===== src/rtl/avl_pipe.sv =====
// Pipelined Avalon-MM master bridge: request FIFO, in-order tracker of outstanding
// commands, combinational response path and a watchdog that drains everything as errors.
`timescale 1ns/1ps
module avl_pipe #(
    parameter int DW      = 32,
    parameter int AW      = 32,
    parameter int DEPTH   = 4,
    parameter int OUTS    = 4,
    parameter int TIMEOUT = 1024
) (
    input  logic            clock,
    input  logic            reset,
    input  logic            avl_valid,
    input  logic            avl_instr,
    input  logic [AW-1:0]   avl_addr,
    input  logic [DW-1:0]   avl_wdata,
    input  logic [DW/8-1:0] avl_wstrb,
    output logic            avl_grant,
    output logic [DW-1:0]   avl_rdata,
    output logic            avl_ready,
    output logic            avl_error,
    output logic            avl_rinstr,
    output logic            avl_timeout,
    output logic [AW-1:0]   m_avl_address,
    output logic [DW/8-1:0] m_avl_byteenable,
    output logic            m_avl_lock,
    output logic            m_avl_read,
    output logic [DW-1:0]   m_avl_writedata,
    output logic            m_avl_write,
    output logic [2:0]      m_avl_burstcount,
    input  logic [DW-1:0]   m_avl_readdata,
    input  logic [1:0]      m_avl_response,
    input  logic            m_avl_waitrequest,
    input  logic            m_avl_readdatavalid,
    input  logic            m_avl_writeresponsevalid
);

    localparam int SW  = DW / 8;
    localparam int FPW = $clog2(DEPTH);
    localparam int FCW = $clog2(DEPTH) + 1;
    localparam int TPW = (OUTS > 1) ? $clog2(OUTS) : 1;
    localparam int TCW = $clog2(OUTS) + 1;
    localparam int WW  = (TIMEOUT > 0) ? $clog2(TIMEOUT + 1) : 1;
    localparam logic [WW-1:0] WD_LAST = WW'((TIMEOUT > 0) ? TIMEOUT - 1 : 0);

    typedef enum logic {RUN = 1'b0, FAULT = 1'b1} state_t;

    typedef struct packed {
        logic [AW-1:0] addr;
        logic [DW-1:0] wdata;
        logic [SW-1:0] wstrb;
        logic          instr;
    } req_t;

    req_t           f_mem [DEPTH];
    logic [FPW-1:0] f_wr_ptr_reg;
    logic [FPW-1:0] f_rd_ptr_reg;
    logic [FCW-1:0] f_count_reg;

    // Tracker entry: {is_write, instr} of each command accepted by the interconnect.
    logic [1:0]     t_mem [OUTS];
    logic [TPW-1:0] t_wr_ptr_reg;
    logic [TPW-1:0] t_rd_ptr_reg;
    logic [TCW-1:0] t_count_reg;

    state_t         state_reg;
    logic [WW-1:0]  wd_reg;
    logic           timeout_reg;
    logic           drain_ready_reg;
    logic           drain_instr_reg;

    logic           active;
    logic           fifo_full;
    logic           push;
    req_t           head;
    logic           head_write;
    logic           cmd;
    logic           issue;
    logic [1:0]     t_head;
    logic           t_empty;
    logic           resp_seen;
    logic           resp_err;
    logic           t_pop;
    logic           counting;
    logic           wd_fire;

    function automatic logic [TPW-1:0] t_inc(input logic [TPW-1:0] p);
        return (p == TPW'(OUTS - 1)) ? '0 : p + TPW'(1);
    endfunction

    assign active     = reset & (state_reg == RUN);
    assign fifo_full  = (f_count_reg == FCW'(DEPTH));
    assign push       = avl_valid & ~fifo_full & active;

    assign head       = f_mem[f_rd_ptr_reg];
    assign head_write = |head.wstrb;
    assign cmd        = active & (f_count_reg != '0) & (t_count_reg < TCW'(OUTS));
    assign issue      = cmd & ~m_avl_waitrequest;

    assign t_head     = t_mem[t_rd_ptr_reg];
    assign t_empty    = (t_count_reg == '0);
    assign resp_seen  = active & (m_avl_readdatavalid | m_avl_writeresponsevalid);
    assign t_pop      = resp_seen & ~t_empty;
    // A strobe with nothing outstanding, both strobes at once, or a kind that
    // disagrees with the oldest command is reported as an error.
    assign resp_err   = (m_avl_response != 2'b00) | t_empty
                      | (m_avl_readdatavalid & m_avl_writeresponsevalid)
                      | (m_avl_readdatavalid & t_head[1])
                      | (m_avl_writeresponsevalid & ~t_head[1]);

    assign counting   = active & ~t_empty & ~resp_seen;
    assign wd_fire    = (TIMEOUT != 0) & counting & (wd_reg == WD_LAST);

    always_ff @(posedge clock) begin
        if (push) begin
            f_mem[f_wr_ptr_reg] <= '{addr: avl_addr, wdata: avl_wdata, wstrb: avl_wstrb, instr: avl_instr};
        end
        if (issue) begin
            t_mem[t_wr_ptr_reg] <= {head_write, head.instr};
        end
    end

    always_ff @(posedge clock) begin
        if (!reset) begin
            state_reg       <= RUN;
            f_wr_ptr_reg    <= '0;
            f_rd_ptr_reg    <= '0;
            f_count_reg     <= '0;
            t_wr_ptr_reg    <= '0;
            t_rd_ptr_reg    <= '0;
            t_count_reg     <= '0;
            wd_reg          <= '0;
            timeout_reg     <= 1'b0;
            drain_ready_reg <= 1'b0;
            drain_instr_reg <= 1'b0;
        end else if (state_reg == RUN) begin
            drain_ready_reg <= 1'b0;
            drain_instr_reg <= 1'b0;
            if (push) begin
                f_wr_ptr_reg <= f_wr_ptr_reg + FPW'(1);
            end
            if (issue) begin
                f_rd_ptr_reg <= f_rd_ptr_reg + FPW'(1);
                t_wr_ptr_reg <= t_inc(t_wr_ptr_reg);
            end
            if (t_pop) begin
                t_rd_ptr_reg <= t_inc(t_rd_ptr_reg);
            end
            f_count_reg <= f_count_reg + FCW'(push) - FCW'(issue);
            t_count_reg <= t_count_reg + TCW'(issue) - TCW'(t_pop);
            wd_reg      <= counting ? wd_reg + WW'(1) : '0;
            if (wd_fire) begin
                state_reg   <= FAULT;
                timeout_reg <= 1'b1;
            end
        end else begin
            // Drain one pending item per cycle: outstanding commands first, then queued ones.
            if (!t_empty) begin
                t_rd_ptr_reg    <= t_inc(t_rd_ptr_reg);
                t_count_reg     <= t_count_reg - TCW'(1);
                drain_ready_reg <= 1'b1;
                drain_instr_reg <= t_head[0];
            end else if (f_count_reg != '0) begin
                f_rd_ptr_reg    <= f_rd_ptr_reg + FPW'(1);
                f_count_reg     <= f_count_reg - FCW'(1);
                drain_ready_reg <= 1'b1;
                drain_instr_reg <= head.instr;
            end else begin
                drain_ready_reg <= 1'b0;
                drain_instr_reg <= 1'b0;
            end
        end
    end

    assign avl_grant        = push;
    assign avl_ready        = resp_seen | drain_ready_reg;
    assign avl_error        = (resp_seen & resp_err) | drain_ready_reg;
    assign avl_rdata        = (resp_seen & ~resp_err & m_avl_readdatavalid) ? m_avl_readdata : '0;
    assign avl_rinstr       = resp_seen ? (~t_empty & t_head[0]) : drain_instr_reg;
    assign avl_timeout      = timeout_reg;

    assign m_avl_read       = cmd & ~head_write;
    assign m_avl_write      = cmd & head_write;
    assign m_avl_address    = cmd ? head.addr : '0;
    assign m_avl_byteenable = cmd ? (head_write ? head.wstrb : '1) : '0;
    assign m_avl_writedata  = cmd ? head.wdata : '0;
    assign m_avl_lock       = 1'b0;
    assign m_avl_burstcount = 3'd1;

endmodule

===== config.mk =====
export PLATFORM = sky130hd
export DESIGN_NAME = avl_pipe
export DESIGN_NICKNAME = d
export VERILOG_FILES = /design/src/rtl/avl_pipe.sv
export SDC_FILE = /design/constraint.sdc
export NUM_CORES = 1
export LEC_CHECK = 0
export CORE_MARGIN = 3
export CORE_UTILIZATION = 30
export CTS_BUF_LIST = sky130_fd_sc_hd__clkbuf_8
export CTS_CLUSTER_SIZE = 20
export DETAILED_ROUTE_END_ITERATION = 7
export GPL_ROUTABILITY_DRIVEN = 0
export GPL_TIMING_DRIVEN = 0
export PLACE_DENSITY = 0.5
export SYNTH_ARGS = -nofsm -noshare
export SYNTH_HDL_FRONTEND = slang
export SYNTH_SLANG_ARGS = --single-unit

===== constraint.sdc =====
create_clock -name clock -period 9.2 [get_ports clock]
set_input_delay 1.38 -clock clock [delete_from_list [all_inputs] [get_ports clock]]
set_output_delay 1.38 -clock clock [all_outputs]
set_load 0.02 [all_outputs]

Word level (Yosys, flattened, before mapping)
Memories as Yosys holds them, arrays and structs flattened. A register that Yosys moved wholly into a read port is not among the register bits.
Index checks and enable logic that the tools add are counted.
- register bits: 29
- bits in writable memories: 284
- input bits: 109
- output and inout port bits: 111
- word-level logic and storage cells: 115
- memories kept: 2
- add/sub/neg operators: 11
- order comparisons: 1
- eq/ne operators: 7
- muxes and demuxes: 35
- bitwise operators: 35
- reduce and logical (&&, ||, !) cells: 13
- memory list (memory ; depth ; bits a word ; rd ports ; clocked after Yosys merged registers in ; wr ports ; line ; RTL):
    f_mem ; 4 ; 69 ; 1 ; 1 ; 1 ; 55 ; req_t f_mem [DEPTH];
    t_mem ; 4 ; 2 ; 1 ; 1 ; 1 ; 61 ; logic [1:0] t_mem [OUTS];
- operators by type and width (operator ; count):
    $mux 32 ; 3
    $mux 2 ; 13
    $and 1x1->1 ; 20
    $mux 3 ; 5
    $reduce_and 2->1 ; 6
    $add 11x1->11 const B ; 1
    $eq 11x10->1 const B ; 1
    $mux 1 ; 11
    $mux 11 ; 1
    $add 2x1->2 const B ; 4
    $mux 4 ; 2
    $not 1->1 ; 8
    $or 1x1->1 ; 7
    $add 3x1->3 ; 2
    $reduce_bool 2->1 ; 3
    $sub 3x1->3 ; 2
    $sub 3x1->3 const B ; 2
    $eq 2x2->1 const B ; 2
    $ne 2x1->1 const B ; 2
    $reduce_or 4->1 ; 1
    $eq 3x3->1 const B ; 1
    $logic_not 3->1 ; 1
    $lt 3x3->1 const B ; 1
    $reduce_and 3->1 ; 1
    other kinds (2) ; 2

Depth between registers and ports, before layout
Gate-level depths: netlist (run 1).
- depth after elaboration: 9
- mapped depth: 14
- mapped depth without buffers: 12

Worst setup path after synthesis (run 1)
Ideal clock, no wire load.
- path type: input-to-reg
- from: input port reset
- to: memory f_mem[0][0] in the netlist's numbering (enable)
- setup time: 435 ps
- arrival time: 3813 ps
- data required time: 8765 ps
- path slack: 4952 ps
- stages on the path: 5
- cells stage by stage: buf_2 nor2b_1 and3_1 buf_2 and2_1
- cells in the longest elaborated chain, start to end: 4
- ends and longest elaborated chain (what ; line ; RTL):
    start, declared ; 12 ; input logic reset,
    $and 1x1->1 ; 91 ; assign active = reset & (state_reg == RUN);
    $and 1x1->1 ; 93 ; assign push = avl_valid & ~fifo_full & active;
    named net avl_grant ; 18 ; output logic avl_grant,
    $mux 1 ; 115 ; if (push) begin
    $mux 1 (not written as such) ; 116 ; f_mem[f_wr_ptr_reg] <= '{addr: avl_addr, wdata: avl_wdata, wstrb: avl_wstrb, instr: avl_instr};
    end, declared ; 55 ;
The timed path passes the listed nets, and every way through them passes these cells.

Final worst setup path (run 1)
- from: input port reset
- to: output port m_avl_address[20]
- cells in the longest elaborated chain, start to end: 4
- ends and longest elaborated chain (what ; line ; RTL):
    $and 1x1->1 ; 91 ;
    $and 1x1->1 (2 in a row) ; 97 ; assign cmd = active & (f_count_reg != '0) & (t_count_reg < TCW'(OUTS));
    $mux 32 ; 184 ; assign m_avl_address = cmd ? head.addr : '0;
    end, declared ; 24 ; output logic [AW-1:0] m_avl_address,
Every way passes these cells.

==> results of run 1 <==
## per-stage QoR
step | area, µm² | total power [mW] | hold slack [ns] | std cells | setup slack (ns)
global placement | 15700 | 2.50 | 0.473 | 1463 | 3.13
global route | 16800 | 3.84 | 0.512 | 1567 | 4.04
detailed placement | 15800 | 2.50 | 0.478 | 1467 | 4.21
CTS | 16800 | 3.72 | 0.487 | 1567 | 4.18
finish | 16800 | 3.64 | 0.484 | 1567 | 4.27
floorplan | 12800 | 2.17 | 0.458 | 710 | 4.95
## Yosys cell counts (2+ instances only)
cell / count
nor2_1: 30
buf_2: 13
nand2b_1: 4
and4_1: 3
nand3b_1: 2
buf_1: 2
ha_1: 16
nor3_1: 4
mux2i_1: 5
nand2_1: 19
fa_1: 2
o21ai_0: 7
xor2_1: 8
xnor2_1: 8
or3_1: 4
a21oi_2: 2
nor2b_1: 70
inv_1: 13
conb_1: 2
clkbuf_1: 8
and3_1: 3
a21oi_1: 12
buf_4: 13
nand4_1: 2
dfxtp_1: 33
a21o_1: 2
and2_1: 40
a211oi_1: 4
nand3_1: 6
edfxtp_1: 284
mux4_2: 71
## final cells by class
class                      instances  area share
inverter                          13     0.00291
sequential                       317       0.547
tap                              539      0.0402
clock inverter                    43      0.0144
buffer                            37      0.0126
clock buffer                      57      0.0467
multi-input combinational        343       0.202
timing repair buffer             218       0.134
## logic make-up after synthesis
kind of cell,Yosys count,synth area share
flip-flops,317,0.716
AND/OR/NAND/NOR,195,0.0880
multiplexers,76,0.129
buffers and inverters,50,0.0203
AO/OA/AOI/OAI,34,0.0165
adder cells (fa/ha/maj),18,0.0187
XOR/XNOR,16,0.0109
other,2,0.000586
## per-layer routing
metal / vias up / share of wire / GRT usage
li1: 3276 / - / -
met1: 3451 / 0.41 / 0.154
met2: 212 / 0.48 / 0.211
met3: 55 / 0.082 / 0.0472
met4: 10 / 0.022 / 0.0500
met5: - / 0.0023 / 0
## critical path: stages
cell and delay [ns]:
buf_2 0.21, nand2b_4 0.09, or3_1 0.34, buf_2 0.25, clkbuf_1 0.33, nor2b_1 0.29, clkdlybuf4s50_1 0.66
## where the power goes
part / total, mW / switching (mW) / internal (mW)
Sequential: 1.68 / 0.0294 / 1.65
Combinational: 0.768 / 0.409 / 0.359
Clock: 1.19 / 0.563 / 0.630
Total: 3.64 / 1.00 / 2.64
## worst paths after layout
path	cells past startpoint	end
setup / recovery	7	m_avl_address[20]
hold / removal	2	wd_reg[1]$_SDFFE_PN0N_
setup reg to reg	14	f_count_reg[2]$_SDFFE_PN0P_
hold reg to reg	2	wd_reg[1]$_SDFFE_PN0N_
==> results.json, run 1 <==
{
  "rows": 75,
  "p_per_area_nw_per_um2": 217,
  "nets": 1111,
  "end_kind": "output pin",
  "wl_um": 29100,
  "synth_cells": 708,
  "ys_seq_elements": 317,
  "clock_sinks": 317,
  "numCtsBuffers": 54,
  "maxSlewHeadroom": 0.546,
  "hp-class": "flop to flop",
  "synth_enable_flop_cells": 284,
  "finClkSkew_ns": 0.0255,
  "r2r_start": "f_count_reg[1]$_SDFFE_PN0P_",
  "status": "finished clean",
  "synth.avg_cell_area_um2": 18.1,
  "ant_nets": 0,
  "die_area_um2": 45300,
  "mostFrequentLayoutCells": "284 x edfxtp_1, 214 x clkdlybuf4s50_1, 71 x mux4_2, 70 x nor2b_1, 57 x clkbuf_8",
  "p_leak_nw": 5.47,
  "synth_cell_type_count": 47,
  "yosysWarnings": 0,
  "cp-startpoint": "reset",
  "grt_overflow": 0,
  "tightest_slew_ns": 0.681,
  "min_from": "wd_reg[1]$_SDFFE_PN0N_",
  "fillCellCount": 3953,
  "cp_data_required_time_ns": 7.82,
  "fin_crit_ns": 4.93,
  "grt_max_degree": 47,
  "clk_pin_slew_ns": 0.05,
  "antenna_found_initial": 7,
  "n_antenna_cell": 0,
  "viasPerCell": 4.47,
  "setup_viol": 0,
  "cp-start-kind": "primary input",
  "worstPathArrival_ns": 3.55,
  "hpwl_um": 18300,
  "ir_worst_vdd_mv": 0.110,
  "die_y_um": 213,
  "fp.dieW_um": 213,
  "start_util": 0.304,
  "cts_resized": 0,
  "core_area_um2": 42100,
  "rrSetupSlack_ns": 5.87,
  "syn_area_um2": 12800,
  "utilization": 0.399,
  "worstPathMaxFanout": 10,
  "crit_type": "primary input to output pin",
  "synth_area_leaders": "edfxtp_1 66%, mux4_2 12%, dfxtp_1 5.2%, nor2b_1 3.4%, and2_1 2.0%",
  "grtUsageTotal": 0.128,
  "vias": 7004,
  "cts_tree": "built",
  "grt_setup_unrepaired": "false",
  "cts_max_level": 2,
  "dr.pass1.iters": 4,
  "synth_top_area_frac": 0.665,
  "insertion_delay_ns": 0.61,
  "grt_pass1_wl_um": 43600,
  "cts_setup_buffers": 0,
  "largest_reg_flops": 276,
  "synthArstFlopShare": 0,
  "synth_area_leader_cell": "edfxtp_1",
  "numPortBuffers": 214,
  "final_common_cell": "edfxtp_1",
  "hold_viol": 0,
  "cap_viol_max_count": 0,
  "setup_tns_ns": 0,
  "post-route-period-util": 0.536,
  "cts-root-buf": "clkbuf_8",
  "synth-seq-area-share": 0.716,
  "area_growth_pct": 31.0,
  "drive_gt1_frac": 0.176,
  "num_io_pins": 220,
  "cts_buffer_depth": 3,
  "multi_input_comb_area_um2": 3390,
  "seq_area_um2": 9190,
  "drv_slew": 0,
  "first_global_vias": 7470,
  "wl_per_cell_um": 18.6,
  "drt-initial-drc-count": 239,
  "max_freq_ghz": 0.203,
  "postCtsHoldBufs": 0,
  "ys_dominant_reg_cell": "edfxtp_1",
  "remaining_drc_errors": 0
}
No activity file was read; power rests on OpenSTA's default activity.
==> run 2, diff against run 1 <==
PLACE_DENSITY = 0.52   (was 0.5)
clock period = 4.5 ns   (was 9.2 ns; I/O delays follow)
==> run 2 against run 1 <==
  * Clock power rose by 96%
  * Die area unchanged
  * Non-clock buffer count unchanged
  * First-iteration DRC count rose by 26%
  * Count of clock-buffer cells in the layout down 1
==> results.json, run 2 (synthesis gave the netlist of run 1 again) <==
{
  "postCtsHoldBufs": 0,
  "worstPathMaxFanout": 10,
  "drive_gt1_frac": 0.174,
  "num_io_pins": 220,
  "grtUsageTotal": 0.128,
  "cp_data_required_time_ns": 3.83,
  "setup_viol": 0,
  "switchingPower_mw": 2.02,
  "die_y_um": 213,
  "fp.dieW_um": 213,
  "max_freq_ghz": 0.240,
  "post-place-cells": 1467,
  "start_util": 0.304,
  "first_global_vias": 7440,
  "met1_usage": 0.158,
  "status": "finished clean",
  "ir_worst_vdd_mv": 0.211,
  "numCtsBuffers": 55,
  "setup_ws_ns": 0.328,
  "wl_um": 28900,
  "area_growth_pct": 30.5,
  "cp-startpoint": "f_count_reg[1]$_SDFFE_PN0P_",
  "drt-initial-drc-count": 300,
  "vias": 7057,
  "hp-class": "primary input to flop",
  "p_per_area_nw_per_um2": 438,
  "cap_viol_max_count": 0,
  "pwr-share-comb": 0.213,
  "core_area_um2": 42100,
  "grt_overflow": 0,
  "grtUsageMet3": 0.0454,
  "hpwl_um": 18500,
  "r2r-end": "f_count_reg[2]$_SDFFE_PN0P_",
  "grt-busiest-layer": "met2",
  "r2r_cells": 14,
  "nets": 1112,
  "worstPathArrival_ns": 3.50,
  "numPortBuffers": 214,
  "end_kind": "output pin",
  "clk_pin_slew_ns": 0.06,
  "cts-root-buf": "clkbuf_8",
  "die_area_um2": 45300,
  "total_power_mw": 7.33,
  "pre_cts_ws_ns": 0.859,
  "viasPerCell": 4.52,
  "p_seq_frac": 0.469,
  "tightest_slew_ns": 0.746,
  "insertion_delay_ns": 0.61,
  "antenna_found_initial": 5,
  "fin_cells": 1563,
  "clock_sinks": 317,
  "grt_max_degree": 49,
  "drv_slew": 0,
  "use_met2": 0.207,
  "setup_tns_ns": 0,
  "fin_crit_ns": 4.17,
  "grt_setup_unrepaired": "false",
  "finClkSkew_ns": 0.0159,
  "remaining_drc_errors": 0,
  "mostFrequentLayoutCells": "284 x edfxtp_1, 214 x clkdlybuf4s50_1, 71 x mux4_2, 70 x nor2b_1, 56 x clkbuf_8",
  "r2r_start": "f_count_reg[1]$_SDFFE_PN0P_",
  "cts_tree": "built",
  "cts_buffer_depth": 3,
  "power.internal_mw": 5.32,
  "maxSlewHeadroom": 0.503,
  "n_antenna_cell": 0,
  "grt_pass1_wl_um": 43500,
  "rows": 75,
  "post-route-period-util": 0.927,
  "clockPowerShare": 0.318,
  "dr.pass1.iters": 7,
  "largest_reg_flops": 276,
  "cts_resized": 0,
  "cp-start-kind": "flop",
  "ant_nets": 0,
  "fillCellCount": 3892,
  "cp-endpoint": "m_avl_address[0]",
  "hold_viol": 0,
  "wl_per_cell_um": 18.5,
  "cts_setup_buffers": 0,
  "rrSetupSlack_ns": 1.23,
  "final_common_cell": "edfxtp_1",
  "sw_frac_of_total": 0.275,
  "cts_max_level": 2,
  "crit_type": "flop to output pin",
  "p_leak_nw": 5.44
}
[run 2: worst max-delay path, stage by stage, from the launching register on]
cell and delay [ns]:
dfxtp_1 0.33, inv_1 0.12, ha_1 0.22, nor2b_1 0.41, or3_1 0.17, buf_2 0.34, clkbuf_1 0.52, nor2b_1 0.11
clkdlybuf4s50_1 0.64
[run 2: layout make-up]
class                      instances  area [µm²]  share of cell area
inverter                          13        48.8             0.00292
sequential                       317        9190               0.549
clock inverter                    40         195              0.0117
tap                              539         674              0.0403
timing repair buffer             218        2250               0.135
buffer                            37         211              0.0126
clock buffer                      56         771              0.0461
multi-input combinational        343        3390               0.203
[run 2: stage by stage]
step / hold slack [ns] / util / area, µm²
after floorplan: 0.458 / - / 12800
after global placement: 0.468 / 0.371 / 15700
final: 0.404 / 0.397 / 16700
after detailed placement: 0.476 / 0.374 / 15800
after global routing: 0.368 / 0.397 / 16700
after CTS: 0.324 / 0.397 / 16700
[run 2: worst min path at each step]
stage | from | end | slack [ns] | cells after the start
6_report | reset | state_reg$_SDFF_PN0_ | 0.40 | 2
5_1_grt | reset | state_reg$_SDFF_PN0_ | 0.37 | 2
4_1_cts | reset | state_reg$_SDFF_PN0_ | 0.32 | 2
3_5_place_dp | avl_timeout$_SDFFE_PN0P_ | avl_timeout$_SDFFE_PN0P_ | 0.48 | 1
3_3_place_gp | avl_timeout$_SDFFE_PN0P_ | avl_timeout$_SDFFE_PN0P_ | 0.47 | 1
2_1_floorplan | wd_reg[1]$_SDFFE_PN0N_ | wd_reg[1]$_SDFFE_PN0N_ | 0.46 | 2
[run 2: metal layers]
layer,vias to the layer above,share of wire
li1,3272,-
met1,3480,0.42
met2,228,0.47
met3,67,0.084
met4,10,0.026
met5,-,0.0020
[run 2: power by group through the flow]
stage,logic (mW),clock network [mW],registers [mW]
2_1_floorplan,0.951,0,3.49
3_3_place_gp,1.58,0,3.52
3_5_place_dp,1.60,0,3.50
4_1_cts,1.61,2.44,3.44
5_1_grt,1.73,2.57,3.46
6_report,1.56,2.33,3.44
